<file path="src/rtl/flex_rx_frame_sr.sv">
// UART receive-frame shift register: collects DATA_BITS data bits, optional parity
// and 1-2 stop bits LSB-first, counts bits, and flags completion, parity and framing errors.
module flex_rx_frame_sr #(
  parameter int unsigned DATA_BITS  = 8,
  parameter int unsigned PARITY_EN  = 0,
  parameter int unsigned PARITY_ODD = 0,
  parameter int unsigned STOP_BITS  = 1,
  localparam int unsigned FRAME_LEN = DATA_BITS + PARITY_EN + STOP_BITS,
  localparam int unsigned CW        = $clog2(FRAME_LEN + 1)
) (
  input  logic                 clk,
  input  logic                 rst,
  input  logic                 shift_strobe,
  input  logic                 serial_in,
  input  logic                 clear,
  output logic [DATA_BITS-1:0] packet_data,
  output logic                 parity_bit,
  output logic [STOP_BITS-1:0] stop_bits,
  output logic [CW-1:0]        bit_count,
  output logic                 frame_done,
  output logic                 parity_error,
  output logic                 framing_error
);

  localparam logic PAR_ODD = 1'(PARITY_ODD);
  localparam logic PAR_EN  = (PARITY_EN != 0);

  logic [FRAME_LEN-1:0] sr;
  logic [FRAME_LEN-1:0] sr_next_c;
  logic                 par_next_c;
  logic                 par_calc_c;
  logic                 last_bit_c;

  // Contents of sr after the current strobe; errors are judged on the completed frame.
  always_comb begin
    sr_next_c  = {serial_in, sr[FRAME_LEN-1:1]};
    par_next_c = PAR_EN ? sr_next_c[DATA_BITS] : 1'b0;
    par_calc_c = (^sr_next_c[DATA_BITS-1:0]) ^ par_next_c;
    last_bit_c = (bit_count == CW'(FRAME_LEN - 1));
  end

  always_ff @(posedge clk) begin
    if (rst) begin
      sr            <= '1;
      bit_count     <= '0;
      frame_done    <= 1'b0;
      parity_error  <= 1'b0;
      framing_error <= 1'b0;
    end else begin
      frame_done <= 1'b0;
      if (clear) begin
        sr        <= '1;
        bit_count <= '0;
      end else if (shift_strobe) begin
        sr <= sr_next_c;
        if (last_bit_c) begin
          bit_count     <= '0;
          frame_done    <= 1'b1;
          parity_error  <= PAR_EN && (par_calc_c != PAR_ODD);
          framing_error <= ~&sr_next_c[FRAME_LEN-1 -: STOP_BITS];
        end else begin
          bit_count <= bit_count + CW'(1);
        end
      end
    end
  end

  assign packet_data = sr[DATA_BITS-1:0];
  assign stop_bits   = sr[FRAME_LEN-1 -: STOP_BITS];

  generate
    if (PARITY_EN != 0) begin : g_par
      assign parity_bit = sr[DATA_BITS];
    end else begin : g_nopar
      assign parity_bit = 1'b0;
    end
  endgenerate

endmodule
</file>
<file path="config.mk">
export PLATFORM = sky130hd
export DESIGN_NAME = flex_rx_frame_sr
export DESIGN_NICKNAME = d
export VERILOG_FILES = /design/src/rtl/flex_rx_frame_sr.sv
export SDC_FILE = /design/constraint.sdc
export NUM_CORES = 1
export LEC_CHECK = 0
export BUFFER_PORTS_ARGS = -buffer_cell sky130_fd_sc_hd__buf_4
export CAP_MARGIN = 20
export CORE_AREA = 2 2 39 41
export DETAILED_ROUTE_END_ITERATION = 8
export DIE_AREA = 0 0 41 43
export GPL_ROUTABILITY_DRIVEN = 0
export PLACE_DENSITY = 0.74
export SLEW_MARGIN = 15
export SYNTH_ARGS = -nofsm -noshare
export SYNTH_HDL_FRONTEND = slang
export SYNTH_SLANG_ARGS = --single-unit
export TNS_END_PERCENT = 30
</file>
<file path="constraint.sdc">
create_clock -name clk -period 3.4 [get_ports clk]
set_clock_uncertainty 0.1 [all_clocks]
set_input_delay 0.17 -clock clk [delete_from_list [all_inputs] [get_ports clk]]
set_output_delay 0.17 -clock clk [all_outputs]
set_load 0.02 [all_outputs]
</file>
==> results.toml, run 1 <==
[clocking]
cts_buffers = 3
clkLatencyLatePin_ns = 0.28
cts_resized = 0
cts_root_buf = "clkbuf_4"
cts_htree_levels = 1
clkTransAtPathRegs_ns = 0.09
cts_buffer_depth = 2
clock_sinks = 15
cts_tree = "yes"

[timing]
layout_min_cycle_time_ns = 1.364
hold_viol_final = 0
maxSlewViolCount = 0
finalCritPeriodShare_pct = 40.12
rsz0062_at_grt = "false"
setup_viol = 0
max_freq_mhz = 733.1
finalSetupTns_ns = 0
setup_slack_ns = 2.036

[synth]
synth_cell_types = 17
syn_area_sq_um = 608.1
ys_top_cells_by_count = "15 x dfxtp_1, 11 x nand2_1, 10 x mux2i_1"
synth-edff-count = 0
yosysMostFrequentCell = "dfxtp_1"
yosys.area.top_type = "dfxtp_1"
netlist_top_cells_area = "dfxtp_1 49%, mux2i_1 16%, nand2_1 6.8%"
synth_area_per_cell_sq_um = 10.31
yosysWarnings = 0
synth_top_area_share_pct = 49.38
synthFlopType = "dfxtp_1"
syn_inst = 59
synth_async_sr_flop_share_pct = 0
yosysSeqAreaShare_pct = 49.38
ys_ff_latch = 15

[place]
numPortBuffers = 19
post_dp_cell_area_sq_um = 744.5
dp_slack_ns = 2.073

[worst_setup_path]
critPathMaxFanout = 10
startpoint_type = "primary input"
end_kind = "flop"
r2r_slack_ns = 2.06
required_ns = 3.52
reg2reg_depth = 5
worstSetupPathType = "primary input to flop"
cp_data_arrival_time_ns = 1.49

[global_route]
grt_max_degree = 15
grtUsageTotal_pct = 13.88
grt_pass1_vias = 385
antenna_found_initial = 0
gr-total-overflow = 0
grt_first_pass_wirelength_mm = 1.642

[min_path]
hp-class = "primary input to flop"
min_path_cells = 3

[drt]
vias_per_cell = 4.653
wl_per_cell_um = 11.27
route.detailed.drc = 0
drtIter0Drc = 0
dr.pass1.iters = 1
antenna_left = 0
finalWirelength_mm = 1.104
via_count = 456

[status]
outcome = "finished, final reports clean"

[final_layout]
final_util_pct = 57.96
fin_nets = 90
final_layout_size_suffix_gt1_share_pct = 30.49
final_area_sq_um = 802.0
synthToLayoutAreaGrowth_pct = 31.89
antenna_cells = 0

[run]
maxCapViolCount = 0

[floorplanning]
die_area_sq_um = 1763
io_pins = 22
coreArea_sq_um = 1384
rows = 14
die_w_um = 41
fp.dieH_um = 43
start_util_pct = 43.94

[power]
leakage_nw = 0.3545
power.density_nw_per_um2 = 383.5
vdd_drop_max_mv = 0.2291
power.total_uw = 307.6
==> power by group <==
group / internal (mW) / switching (mW)
sequential: 0.177 / 0.00164
combinational: 0.0119 / 0.0145
clock: 0.0436 / 0.0590
==> cell usage in the layout (no fill, tap or decap) <==
master,count
a21oi_1,1
buf_4,19
clkbuf_4,3
clkinv_2,1
conb_1,2
dfxtp_1,15
dlygate4sd3_1,3
ha_1,2
inv_1,2
mux2i_1,10
nand2_1,11
nand4_1,1
nand4b_4,1
nor2_1,3
nor2_2,1
nor3_1,2
o21ai_0,1
or3_1,1
xnor2_1,1
xor2_1,2
==> state kept, by name, indices dropped and copies added (netlist names) <==
| signal | flops |
|---|---|
| sr | 9 |
| bit_count | 4 |
| frame_done | 1 |
| framing_error | 1 |
==> area by class of cell <==
cell class                 instances  area [sq um]
clock buffer                       3         22.52
clock inverter                     1         5.005
fill                             140         581.8
inverter                           2         7.507
multi-input combinational         39         274.0
sequential                        15         300.3
tap                               16         20.02
timing repair buffer              22         172.7
==> logic make-up after synthesis <==
logic type                 after synthesis  synth area share [%]
muxes                                   10                 16.46
xor gates and xnor gates                 3                 4.322
adders and majority gates                2                 4.115
buffers and inverters                    6                 6.173
AOI/OAI and AO/OA                        2                 1.645
and+or+nand+nor                         20                 17.29
other                                    1                0.6167
DFF                                     15                 49.38
==> metrics by stage <==
stage / hold WS [ns] / cells
2_1_floorplan: 0.1391 / 60
3_3_place_gp: 0.2650 / 91
3_5_place_dp: 0.2660 / 91
4_1_cts: 0.1777 / 98
5_1_grt: 0.1811 / 98
6_report: 0.1888 / 98
==> worst paths after layout <==
check	end	from
setup / recovery	bit_count[0]	clear
hold / removal	frame_done	shift_strobe
setup reg to reg	framing_error	bit_count[0]
hold reg to reg	framing_error	framing_error
==> per-layer routing <==
metal  vias to the layer above  GRT usage, %  routed length (um)
met5                         -             0                   0
met4                         0         8.000                   0
met3                         0         3.665                  83
met2                        14         20.31                 495
met1                       206         17.55                 525
li1                        236             -                   -
==> repair_timing <==
item / CTS / global route
hold buffers: 3 / 0
setup endpoints to repair: 0 / 0
setup buffers: 0 / 0
endpoints found under the hold margin: 4 / 0
==> worst max-delay path, stage by stage <==
cell and delay [ns]:
dlygate4sd3_1 0.54, buf_4 0.15, nor2_2 0.32, nand2_1 0.17, nor2_1 0.13
Note: power is estimated with default switching activity, not from simulation.
==> inputs of run 2 (changes only) <==
--- a/config.mk
+++ b/config.mk
@@ -7,11 +7,11 @@
 export LEC_CHECK = 0
 export BUFFER_PORTS_ARGS = -buffer_cell sky130_fd_sc_hd__buf_4
 export CAP_MARGIN = 20
-export CORE_AREA = 2 2 39 41
+export CORE_MARGIN = 2
+export CORE_UTILIZATION = 41
 export DETAILED_ROUTE_END_ITERATION = 8
-export DIE_AREA = 0 0 41 43
 export GPL_ROUTABILITY_DRIVEN = 0
-export PLACE_DENSITY = 0.74
+export PLACE_DENSITY = 0.71
 export SLEW_MARGIN = 15
 export SYNTH_ARGS = -nofsm -noshare
 export SYNTH_HDL_FRONTEND = slang
==> constraint.sdc (replaced) <==
create_clock -name clk -period 1.1 [get_ports clk]
set_clock_uncertainty 0.1 [all_clocks]
set_input_delay 0.055 -clock clk [delete_from_list [all_inputs] [get_ports clk]]
set_output_delay 0.055 -clock clk [all_outputs]
set_load 0.02 [all_outputs]
==> run 2 against run 1 <==
  * The flow now finishes with violations (setup timing)
  * Via count increased by 7.7%
  * Critical path depth is the same
  * Cell count increased by 6.1%
  * Clock power increased to 3.0 times the previous value
  * Count of clock-buffer cells in the layout is 1 higher
  * Die area increased by 2.5%
  * Register-to-register slack got worse by 2.2 ns
  * Utilization is 7.9 points higher
  * Flip-flop and latch count unchanged
  * Wire length is 13% higher
  * Largest cell class unchanged
==> results.toml, run 2 (same netlist as run 1, synthesis figures left out) <==
[power]
vdd_drop_max_mv = 0.7864
power.total_uw = 960.7
leakage_nw = 0.3930
power.density_nw_per_um2 = 1080

[timing]
maxSlewViolCount = 0
finalCritPeriodShare_pct = 113.8
hold_viol_final = 0
setup_viol = 4
setup_slack_ns = -0.1515
rsz0062_at_grt = "true"
layout_min_cycle_time_ns = 1.251
max_freq_mhz = 799.1
finalSetupTns_ns = -0.2542

[global_route]
antenna_found_initial = 0
gr-total-overflow = 0
grt_max_degree = 10
grtUsageTotal_pct = 15.33
grt_first_pass_wirelength_mm = 2.021
grt_pass1_vias = 470

[clocking]
clkLatencyLatePin_ns = 0.28
cts_root_buf = "clkbuf_4"
cts_buffers = 3
cts_tree = "yes"
cts_buffer_depth = 2
cts_htree_levels = 1
clkTransAtPathRegs_ns = 0.08
cts_setup_buffers = 0
clock_sinks = 15

[worst_setup_path]
end_kind = "flop"
critPathMaxFanout = 2
worstSetupPathType = "flop to flop"
startpoint_type = "flop"
required_ns = 1.21
cp_data_arrival_time_ns = 1.36

[place]
dpl.cell_count = 97
dp_slack_ns = -0.1739
numPortBuffers = 19
dp_hpwl_um = 864.2

[final_layout]
synthToLayoutAreaGrowth_pct = 46.30
reg_top3 = "sr (9), bit_count (4)"
regMostFlops = "sr"
layout_common_cells = "23 x buf_4, 12 x dfxtp_1, 10 x mux2i_1, 10 x nand2_1"
final_layout_size_suffix_gt1_share_pct = 42.70
num-fill-cells = 110
largest_reg_flops = 9
antenna_cells = 0
final_cells = 104
mostFrequentLayoutCell = "buf_4"
fin_nets = 97

[floorplanning]
fp.dieH_um = 42.51
start_util_pct = 45.04
die_w_um = 42.51
io_pins = 22
coreArea_sq_um = 1350
die_area_sq_um = 1807
rows = 13

[drt]
drtIter0Drc = 6
wl_met1_um = 573
wl_per_cell_um = 12.04
finalWirelength_mm = 1.252
dr.pass1.iters = 3
top_layer = "met4"
vias_per_cell = 4.721
via_count = 491
met3_length_um = 69
wl_met2_um = 583
route.detailed.drc = 0
antenna_left = 0

[min_path]
hp-class = "primary input to flop"

[status]
outcome = "finished with violations"
violations = "setup timing"

[run]
maxCapViolCount = 0
## run 2: cell count changes in the layout (fill, tap and decap cells not counted), sizes merged
cell    previous run  this run
buf               19        26
clkbuf             3         4
clkinv             1         0
## run 2: path summary, 6_finish.rpt
| path | slack [ns] | depth (start not counted) | from | to |
|---|---|---|---|---|
| worst max register to register | -0.15 | 5 | bit_count[1] | framing_error |
| worst min-delay path | 0.02 | 3 | clear | framing_error |
| worst max-delay path | -0.15 | 5 | bit_count[1] | framing_error |
| worst min register to register | 0.40 | 2 | framing_error | framing_error |
## run 2: area by class of cell
cell class	count	area, sq um	area share (%)
flip-flops and latches	15	309.0	34.74
multi-input cells	39	289.0	32.49
repair buffers	29	236.5	26.58
inverters	2	10.01	1.125
clock buffers	4	26.28	2.954
well taps	15	18.77	2.110
## run 2: critical path, cell delays in order (launching register included)
cell,delay (ns)
dfxtp_4,0.36
inv_4,0.05
ha_4,0.13
nand4b_4,0.10
or3_1,0.31
a21oi_1,0.14
## run 2: power by group
| group | internal (mW) | total [mW] | switching, mW |
|---|---|---|---|
| combinational | 0.0503 | 0.104 | 0.0536 |
| sequential | 0.544 | 0.547 | 0.00339 |
| clock | 0.141 | 0.310 | 0.169 |
## run 2: layer usage
metal,global-route usage [%],up-vias
li1,-,248
met2,24.31,13
met5,0,-
met1,18.13,226
met4,7.500,0
met3,5.603,4
## run 2: timing repair
item / CTS / global route
pin swaps: 1 / 1
endpoints found under the hold margin: 7 / 0
resized for setup: 6 / 3
setup endpoints to repair: 5 / 17
hold buffers: 3 / 0
## run 2: metrics by stage
stage / hold slack (ns) / cell area, sq um / util, %
after floorplan: 0.02208 / 621.8 / -
after global placement: 0.1487 / 805.8 / 59.68
after detailed placement: 0.1559 / 805.8 / 59.68
after CTS: 0.002959 / 880.8 / 65.25
after global routing: 0.002356 / 889.6 / 65.89
final: 0.01555 / 889.6 / 65.89
==> inputs of run 3 (changes only) <==
--- a/config.mk
+++ b/config.mk
@@ -7,11 +7,14 @@
 export LEC_CHECK = 0
 export BUFFER_PORTS_ARGS = -buffer_cell sky130_fd_sc_hd__buf_4
 export CAP_MARGIN = 20
+export CELL_PAD_IN_SITES_DETAIL_PLACEMENT = 1
+export CELL_PAD_IN_SITES_GLOBAL_PLACEMENT = 2
 export CORE_MARGIN = 2
-export CORE_UTILIZATION = 41
+export CORE_UTILIZATION = 24
 export DETAILED_ROUTE_END_ITERATION = 8
 export GPL_ROUTABILITY_DRIVEN = 0
-export PLACE_DENSITY = 0.71
+export PLACE_DENSITY_LB_ADDON = 0.1
+export SKIP_LAST_GASP = 1
 export SLEW_MARGIN = 15
 export SYNTH_ARGS = -nofsm -noshare
 export SYNTH_HDL_FRONTEND = slang
==> run 3 against run 2 <==
  * The flow finishes with violations (hold timing, setup timing)
  * Cell area up 4.2%
  * Wire length up 11%
  * Critical path type unchanged
  * Sequential share of layout area down 1.5 points
  * Via count up 3.5%
  * Critical path depth unchanged
  * Non-clock buffer count up 2
  * First-iteration DRC count down 67%
  * Fmax down 0.58%
  * Register-to-register slack about the same
  * Sequential power about the same
==> results.toml, run 3 (same netlist as run 1, synthesis figures left out) <==
[status]
outcome = "finished with violations"
violations = "hold timing, setup timing"

[clocking]
cts_htree_levels = 1
clkTransAtPathRegs_ns = 0.10
clock_sinks = 15
cts_tree = "yes"
cts_buffers = 3
clkLatencyLatePin_ns = 0.30
cts_buffer_depth = 2
hold_buffers = 2
cts_root_buf = "clkbuf_4"

[min_path]
min_path_cells = 2
hp-class = "primary input to flop"

[final_layout]
final_layout_size_suffix_gt1_share_pct = 47.25
antenna_cells = 0
largest_reg_flops = 9
final_util_pct = 38.12
fin_nets = 99
final_cells = 121
layout_common_cells = "28 x buf_4, 13 x dfxtp_1, 10 x mux2i_1, 10 x nand2_1"
final_area_sq_um = 927.1
mostFrequentLayoutCell = "buf_4"
reg_top3 = "sr (9), bit_count (4)"
synthToLayoutAreaGrowth_pct = 52.47
regMostFlops = "sr"

[timing]
finalCritPeriodShare_pct = 114.4
maxSlewViolCount = 0
hold_viol_final = 3
fin_worst_hold_slack_ns = -0.1733
setup_viol = 8
max_freq_mhz = 794.5
finalSetupTns_ns = -0.5526
setup_slack_ns = -0.1587
rsz0062_at_grt = "true"
layout_min_cycle_time_ns = 1.259

[worst_setup_path]
cp.depth = 5
critPathSlowestCell = "dfxtp_4"
critPathMaxStageDelay_ns = 0.36
reg2reg_depth = 5
worstPathCellList = "inv_2, ha_4, nand4b_4, or3_4, a21oi_2"
cp_data_arrival_time_ns = 1.41
cp_num_buf_inv = 1
startpoint_type = "flop"
end_kind = "flop"
critPathMaxFanout = 4
required_ns = 1.25
worstSetupPathType = "flop to flop"
crit_family = "simple AND/OR/NAND/NOR gates"

[place]
dp_hpwl_mm = 1.049
numPortBuffers = 19
post_dp_cell_area_sq_um = 832.0
dpl.cell_count = 113
dp_slack_ns = -0.1773

[global_route]
antenna_found_initial = 0
grt_pass1_vias = 457
grtUsageTotal_pct = 11.34
grt_max_degree = 10
gr-total-overflow = 0
grt_first_pass_wirelength_mm = 2.180

[floorplanning]
die_w_um = 54.34
start_util_pct = 25.00
coreArea_sq_um = 2432
die_area_sq_um = 2952
fp.dieH_um = 54.34
io_pins = 22
rows = 18

[drt]
dr.pass1.iters = 4
wl_per_cell_um = 11.45
drtIter0Drc = 2
finalWirelength_mm = 1.386
via_count = 508
antenna_left = 0
route.detailed.drc = 0
vias_per_cell = 4.198

[run]
maxCapViolCount = 0

[power]
leakage_nw = 0.4072
power.density_nw_per_um2 = 1058
vdd_drop_max_mv = 0.7291
power.total_uw = 981.1
[run 3: cell count changes in the layout (fill, tap and decap cells not counted), sizes merged]
cell / before / now
clkinv: 0 / 1
buf: 26 / 29
clkbuf: 4 / 3
dlygate4sd3: 3 / 2
[run 3: power breakdown]
part	total, mW	switching [mW]	leakage [nW]	internal (mW)
Sequential	0.547	0.00328	0.123	0.544
Combinational	0.102	0.0536	0.267	0.0481
Clock	0.332	0.197	0.0177	0.136
Total	0.981	0.254	0.407	0.728
[run 3: final cells by class]
type,instances,area [sq um]
clock inverter,1,5.005
timing repair buffer,31,241.5
multi-input combinational,39,302.8
clock buffer,3,22.52
fill,298,1505
inverter,2,10.01
sequential,15,307.8
tap,30,37.54
[run 3: repair_timing]
action / CTS / global route
pin swaps: 1 / 3
hold endpoints to repair: 9 / 3
setup endpoints to repair: 7 / 10
resized for setup: 8 / 2
setup buffers: 2 / 1
[run 3: per-layer routing]
metal	up-vias	GRT usage, %	routed length [um]
met2	18	17.27	617
met3	4	5.738	120
li1	258	-	-
met5	-	0	0
met4	0	6.250	35
met1	228	12.77	613
[run 3: path summary, 6_finish.rpt]
kind,from,endpoint,slack (ns)
setup / recovery,bit_count[0],framing_error,-0.16
hold / removal,rst,framing_error,-0.17
setup reg to reg,bit_count[0],framing_error,-0.16
hold reg to reg,sr[0],sr[0],0.39
